## config.mk

```make
export PLATFORM = sky130hd
export DESIGN_NAME = lbp_mem_arbiter
export DESIGN_NICKNAME = d
export VERILOG_FILES = /design/src/rtl/lbp_pkg.sv /design/src/rtl/rr_arb2.sv /design/src/rtl/lbp_mem_arbiter.sv
export SDC_FILE = /design/constraint.sdc
export NUM_CORES = 1
export LEC_CHECK = 0
export ABC_AREA = 1
export BUFFER_PORTS_ARGS = -buffer_cell sky130_fd_sc_hd__buf_2
export CAP_MARGIN = 5
export CORE_MARGIN = 4
export CORE_UTILIZATION = 37
export DETAILED_ROUTE_END_ITERATION = 16
export HOLD_SLACK_MARGIN = 0.02
export PLACE_DENSITY = 0.76
export SETUP_SLACK_MARGIN = 0.1
export SLEW_MARGIN = 20
export SYNTH_ARGS = -nofsm -noshare
export SYNTH_HDL_FRONTEND = slang
export SYNTH_SLANG_ARGS = --single-unit
```

## constraint.sdc

```tcl
create_clock -name clk -period 1.1 [get_ports clk]
set_input_delay 0.22 -clock clk [delete_from_list [all_inputs] [get_ports clk]]
set_output_delay 0.22 -clock clk [all_outputs]
set_load 0.05 [all_outputs]
```

## src/rtl/lbp_pkg.sv

```systemverilog
// Shared types and sizes for the two-engine LBP memory arbiter.
package lbp_pkg;

  localparam int unsigned IMG_W    = 128;
  localparam int unsigned IMG_H    = 128;
  localparam int unsigned AW       = 14;
  localparam int unsigned DW       = 8;
  localparam int unsigned READ_LAT = 2;

  typedef logic [0:0] eng_id_t;

  typedef struct packed {
    logic [AW-1:0] addr;
    logic [DW-1:0] data;
  } wr_beat_t;

  function automatic logic [1:0] id_onehot(eng_id_t id);
    return (id == 1'b1) ? 2'b10 : 2'b01;
  endfunction

endpackage

```

## src/rtl/rr_arb2.sv

```systemverilog
// Two-requester round-robin arbiter; a locked requester keeps the grant
// while it still requests and was the most recent winner.
module rr_arb2
  import lbp_pkg::*;
(
  input  logic       clk,
  input  logic       reset,
  input  logic       en,
  input  logic [1:0] req,
  input  logic [1:0] lock,
  output logic [1:0] gnt_c,
  output eng_id_t    id_c,
  output logic       any_c
);

  eng_id_t last;

  always_comb begin
    any_c = en & (|req);
    id_c  = eng_id_t'(req[1]);
    if (lock[last] && req[last]) begin
      id_c = last;
    end else if (req == 2'b11) begin
      id_c = ~last;
    end
    gnt_c = any_c ? id_onehot(id_c) : 2'b00;
  end

  // last = 1 out of reset so engine 0 wins the first tie
  always_ff @(posedge clk) begin
    if (!reset) begin
      last <= 1'b1;
    end else if (any_c) begin
      last <= id_c;
    end
  end

endmodule

```

## src/rtl/lbp_mem_arbiter.sv

```systemverilog
// Shares one gray-image read port and one LBP write port between two engines,
// and raises a sticky finish once both engines are done and writes drained.
module lbp_mem_arbiter
  import lbp_pkg::*;
(
  input  logic          clk,
  input  logic          reset,
  input  logic          gray_ready,
  output logic          gray_req,
  output logic [AW-1:0] gray_addr,
  input  logic [DW-1:0] gray_data,
  input  logic [1:0]    rq_req,
  input  logic [1:0]    rq_lock,
  input  logic [AW-1:0] rq_addr0,
  input  logic [AW-1:0] rq_addr1,
  output logic [1:0]    rq_gnt,
  output logic [1:0]    rd_valid,
  output logic [DW-1:0] rd_data,
  input  logic [1:0]    wr_valid,
  input  logic [AW-1:0] wr_addr0,
  input  logic [AW-1:0] wr_addr1,
  input  logic [DW-1:0] wr_data0,
  input  logic [DW-1:0] wr_data1,
  output logic [1:0]    wr_gnt,
  input  logic [1:0]    done,
  output logic          lbp_valid,
  output logic [AW-1:0] lbp_addr,
  output logic [DW-1:0] lbp_data,
  output logic          finish
);

  eng_id_t  rd_id;
  eng_id_t  wr_id;
  logic     rd_any;
  logic     wr_any;
  eng_id_t  tag_id;
  wr_beat_t wr_beat_c;

  rr_arb2 u_rd_arb (
    .clk   (clk),
    .reset (reset),
    .en    (gray_ready),
    .req   (rq_req),
    .lock  (rq_lock),
    .gnt_c (rq_gnt),
    .id_c  (rd_id),
    .any_c (rd_any)
  );

  rr_arb2 u_wr_arb (
    .clk   (clk),
    .reset (reset),
    .en    (1'b1),
    .req   (wr_valid),
    .lock  (2'b00),
    .gnt_c (wr_gnt),
    .id_c  (wr_id),
    .any_c (wr_any)
  );

  always_comb begin
    wr_beat_c = '{addr: wr_addr0, data: wr_data0};
    if (wr_id == 1'b1) begin
      wr_beat_c = '{addr: wr_addr1, data: wr_data1};
    end
  end

  assign rd_data = gray_data;

  // Tag pipe: stage 1 rides with gray_req, stage 2 is rd_valid itself
  always_ff @(posedge clk) begin
    if (!reset) begin
      gray_req  <= 1'b0;
      gray_addr <= '0;
      tag_id    <= '0;
      rd_valid  <= 2'b00;
    end else begin
      gray_req <= rd_any;
      tag_id   <= rd_id;
      if (rd_any) begin
        gray_addr <= (rd_id == 1'b1) ? rq_addr1 : rq_addr0;
      end
      rd_valid <= gray_req ? id_onehot(tag_id) : 2'b00;
    end
  end

  always_ff @(posedge clk) begin
    if (!reset) begin
      lbp_valid <= 1'b0;
      lbp_addr  <= '0;
      lbp_data  <= '0;
    end else begin
      lbp_valid <= wr_any;
      if (wr_any) begin
        lbp_addr <= wr_beat_c.addr;
        lbp_data <= wr_beat_c.data;
      end
    end
  end

  // Waits for both the grant stage and the output stage to be empty
  always_ff @(posedge clk) begin
    if (!reset) begin
      finish <= 1'b0;
    end else if ((done == 2'b11) && !wr_any && !lbp_valid) begin
      finish <= 1'b1;
    end
  end

endmodule

```

==> results by group <==
STA
  • Final hold violation count: 0
  • Final Skew: 0.005542 ns
  • Final number of max-transition violations: 0
  • Setup WS post-layout: -0.3700 ns
  • Final-report setup violation count: 29
  • Fmax: 0.6803 GHz
  • Min cycle time layout: 1.470 ns
  • Worst-margin pin slew: 0.4142 ns
  • Worst relative slew slack: 72.39%
  • Period utilisation layout: 133.6%
  • RSZ-0062 raised after global routing: true

CTS
  • Later-pin clock latency in the skew report: 0.29 ns
  • Max clock buf depth: 2
  • CTS Sinks: 44
  • Num CTS Buffers: 5
  • H-tree levels: 2
  • Cell chosen for the clock root: clkbuf_8
  • CTS tree: done
  • Clock slew at reported path FFs: 0.09 ns

Hold path
  • Hold Path Class: in -> reg
  • Hold Path Depth: 3
  • Worst Hold Path EP: lbp_data[2]
  • Worst hold start: wr_data1[2]

Yosys
  • Synthesized Nets: 367
  • Ys async rst share: 0%
  • Top cells by count, synth: 44 x dfxtp_1, 43 x nand3_1, 34 x nand2_1
  • Synth Flop Type: dfxtp_1
  • Area leader, netlist: dfxtp_1
  • Post-synthesis sequential area ratio: 42.77%
  • Top-count cell post-synth: dfxtp_1
  • Share of the synthesized area in the top cell type: 42.77%
  • Number of synthesized register bits: 44
  • Synth Instances: 276
  • Distinct cells, synth: 20
  • Largest cells by area after synthesis: dfxtp_1 43%, nand3_1 10%, o21ai_0 6.3%, nand2_1 6.2%, nor2_1 5.7%
  • Synthesized area: 2059 um2
  • YS warnings: 0
  • EDFF count, synth: 0
  • Post-Syn Area per Cell: 7.462 um2

Cells and area
  • Fraction of layout cells with a size suffix above 1: 63.96%
  • Synth-to-layout area growth: 85.18%
  • Nets: 509
  • # diodes: 0

Drt
  • DRT Wirelength: 7.429 mm
  • Vias per cell: 5.106
  • DR vias: 2,497
  • Routed length per instance: 15.19 um
  • DRT antenna net count: 0
  • Number of remaining DRC errors: 0
  • Drt first-iter violations: 124
  • First-pass DRT Iterations: 4

Global route
  • First-pass GRT wire length: 10.71 mm
  • Initial antenna violation count: 0
  • Vias in the first global route: 2,404
  • Largest net degree at the start of global routing: 40
  • Total global routing overflow: 0
  • Gr usage total: 19.96%

Pwr
  • Final Total Pwr: 4.866 mW
  • VDD IR max: 712.8 uV
  • PwrDens: 1276 nW/um2
  • Pleak: 1.815 nW

Floorplan
  • Die height: 82.61 um
  • Ports: 144
  • Core area: 5238 um2
  • Die width: 82.61 um
  • Total die area: 6824 um2
  • Initial Utilization: 39.32%
  • Num rows: 26

Placement
  • IO Port Bufs: 127
  • Place WS: -0.1190 ns
  • Routability cong.: 0.7115
  • Post-DP HPWL: 4.499 mm

Worst setup path
  • Crit path DAT: 1.25 ns
  • R2r worst-path depth: 9
  • CP startpoint kind: register
  • Slowest CP cell: dfxtp_2
  • R2r setup slk: -0.15 ns
  • Most used cell, CP: nand2_4
  • Worst-path fanout max: 2
  • CP max stage delay: 0.35 ns
  • Critical path class: reg -> out
  • CP endpoint kind: output pin
  • Crit path required time: 0.88 ns
  • R2r endpoint: gray_addr[1]
  • CP Cell Sequence: inv_2, nand2_2, nand3_4, nand2_4, inv_6, nand2_4, clkinvlp_4, buf_8
  • Worst setup path startpoint: u_rd_arb.last
  • Worst r2r src: u_rd_arb.last

Outcome
  • Violated checks: negative setup slack
  • Outcome: complete, but fails checks

Run
  • Max Cap Viol: 0
[where the power goes]
part,total (mW),internal (mW),switching [mW]
registers,1.85,1.74,0.109
clock network,1.35,0.802,0.544
logic,1.67,0.737,0.934
[worst max path at each step]
stage	depth (start not counted)	end	slack, ns
after global routing	8	rq_gnt[1]	-0.41
after detailed placement	9	rq_gnt[1]	-0.12
after CTS	8	rq_gnt[1]	-0.36
after global placement	9	rq_gnt[1]	-0.10
final	8	rq_gnt[1]	-0.37
after floorplan	8	rq_gnt[1]	-0.24
[logic make-up after synthesis]
| kind of cell | Yosys count | synth area share, % |
|---|---|---|
| AOI/OAI and AO/OA | 46 | 11.85 |
| and+or+nand+nor | 136 | 32.87 |
| buffers and inverters | 50 | 12.51 |
| DFF | 44 | 42.77 |
[critical path, delay by kind of cell (launching register included)]
kind	cells	cell delay, ns
AND/OR/NAND/NOR	4	0.29
flip-flops	1	0.35
buffers and inverters	4	0.31
[state kept, by name, summed over array words and instances (netlist names)]
signal	cells
finish	1
tag_id	1
u_wr_arb.last	1
rd_valid	2
lbp_valid	1
lbp_addr	14
u_rd_arb.last	1
gray_req	1
lbp_data	8
gray_addr	14
[through the flow]
stage                     util, %  TNS (ns)  cells  hold slack (ns)  instance area, um2
after floorplan                 -   -0.5284    276           0.3812                2126
after global routing        72.81    -4.435    489           0.1662                3814
after global placement      53.56   -0.9449    464           0.4066                2805
after detailed placement    53.56    -1.283    464           0.4118                2805
final                       72.81    -2.626    489           0.1773                3814
after CTS                   68.16    -1.921    478           0.1632                3570
[placed cells by master, fill, tap and decap left out]
| master | instances |
|---|---|
| buf_12 | 3 |
| buf_16 | 1 |
| buf_2 | 82 |
| buf_4 | 24 |
| buf_6 | 6 |
| buf_8 | 45 |
| bufinv_16 | 1 |
| clkbuf_16 | 2 |
| clkbuf_8 | 7 |
| clkinvlp_4 | 1 |
| dfxtp_1 | 1 |
| dfxtp_2 | 43 |
| inv_1 | 17 |
| inv_2 | 2 |
| inv_6 | 2 |
| nand2_1 | 31 |
| nand2_2 | 2 |
| nand2_4 | 3 |
| nand3_1 | 43 |
| nand3_2 | 9 |
| nand3_4 | 1 |
| nand4_1 | 14 |
| nor2_1 | 21 |
| nor2_2 | 4 |
| nor2_4 | 8 |
| o211ai_1 | 1 |
| o21ai_1 | 23 |
| o21ai_2 | 20 |
| o21ai_4 | 2 |
[per-layer routing]
layer | vias up | global-route usage (%) | wire length (um)
li1 | 1196 | - | -
met1 | 1165 | 22.10 | 2739
met2 | 132 | 36.46 | 3897
met3 | 4 | 7.050 | 743
met4 | 0 | 4.412 | 49
met5 | - | 0 | 0
[cell type report]
cell class / instances / area (um2)
well taps: 70 / 87.58
fillers: 385 / 1424
multi-input cells: 182 / 1097
clock buffers: 7 / 96.34
flip-flops and latches: 44 / 934.6
clock inverters: 1 / 30.03
repair buffers: 163 / 1471
inverters: 22 / 96.34
[repair_timing]
| item | CTS | global route |
|---|---|---|
| pin swaps | 5 | 11 |
| resized for setup | 222 | 34 |
| endpoints found under the setup margin | 83 | 83 |
| setup buffers | 6 | 10 |
| hold buffers | 0 | 0 |
| cloned | 1 | 3 |
| hold endpoints to repair | 0 | 0 |
No activity file was read; power rests on OpenSTA's default activity.
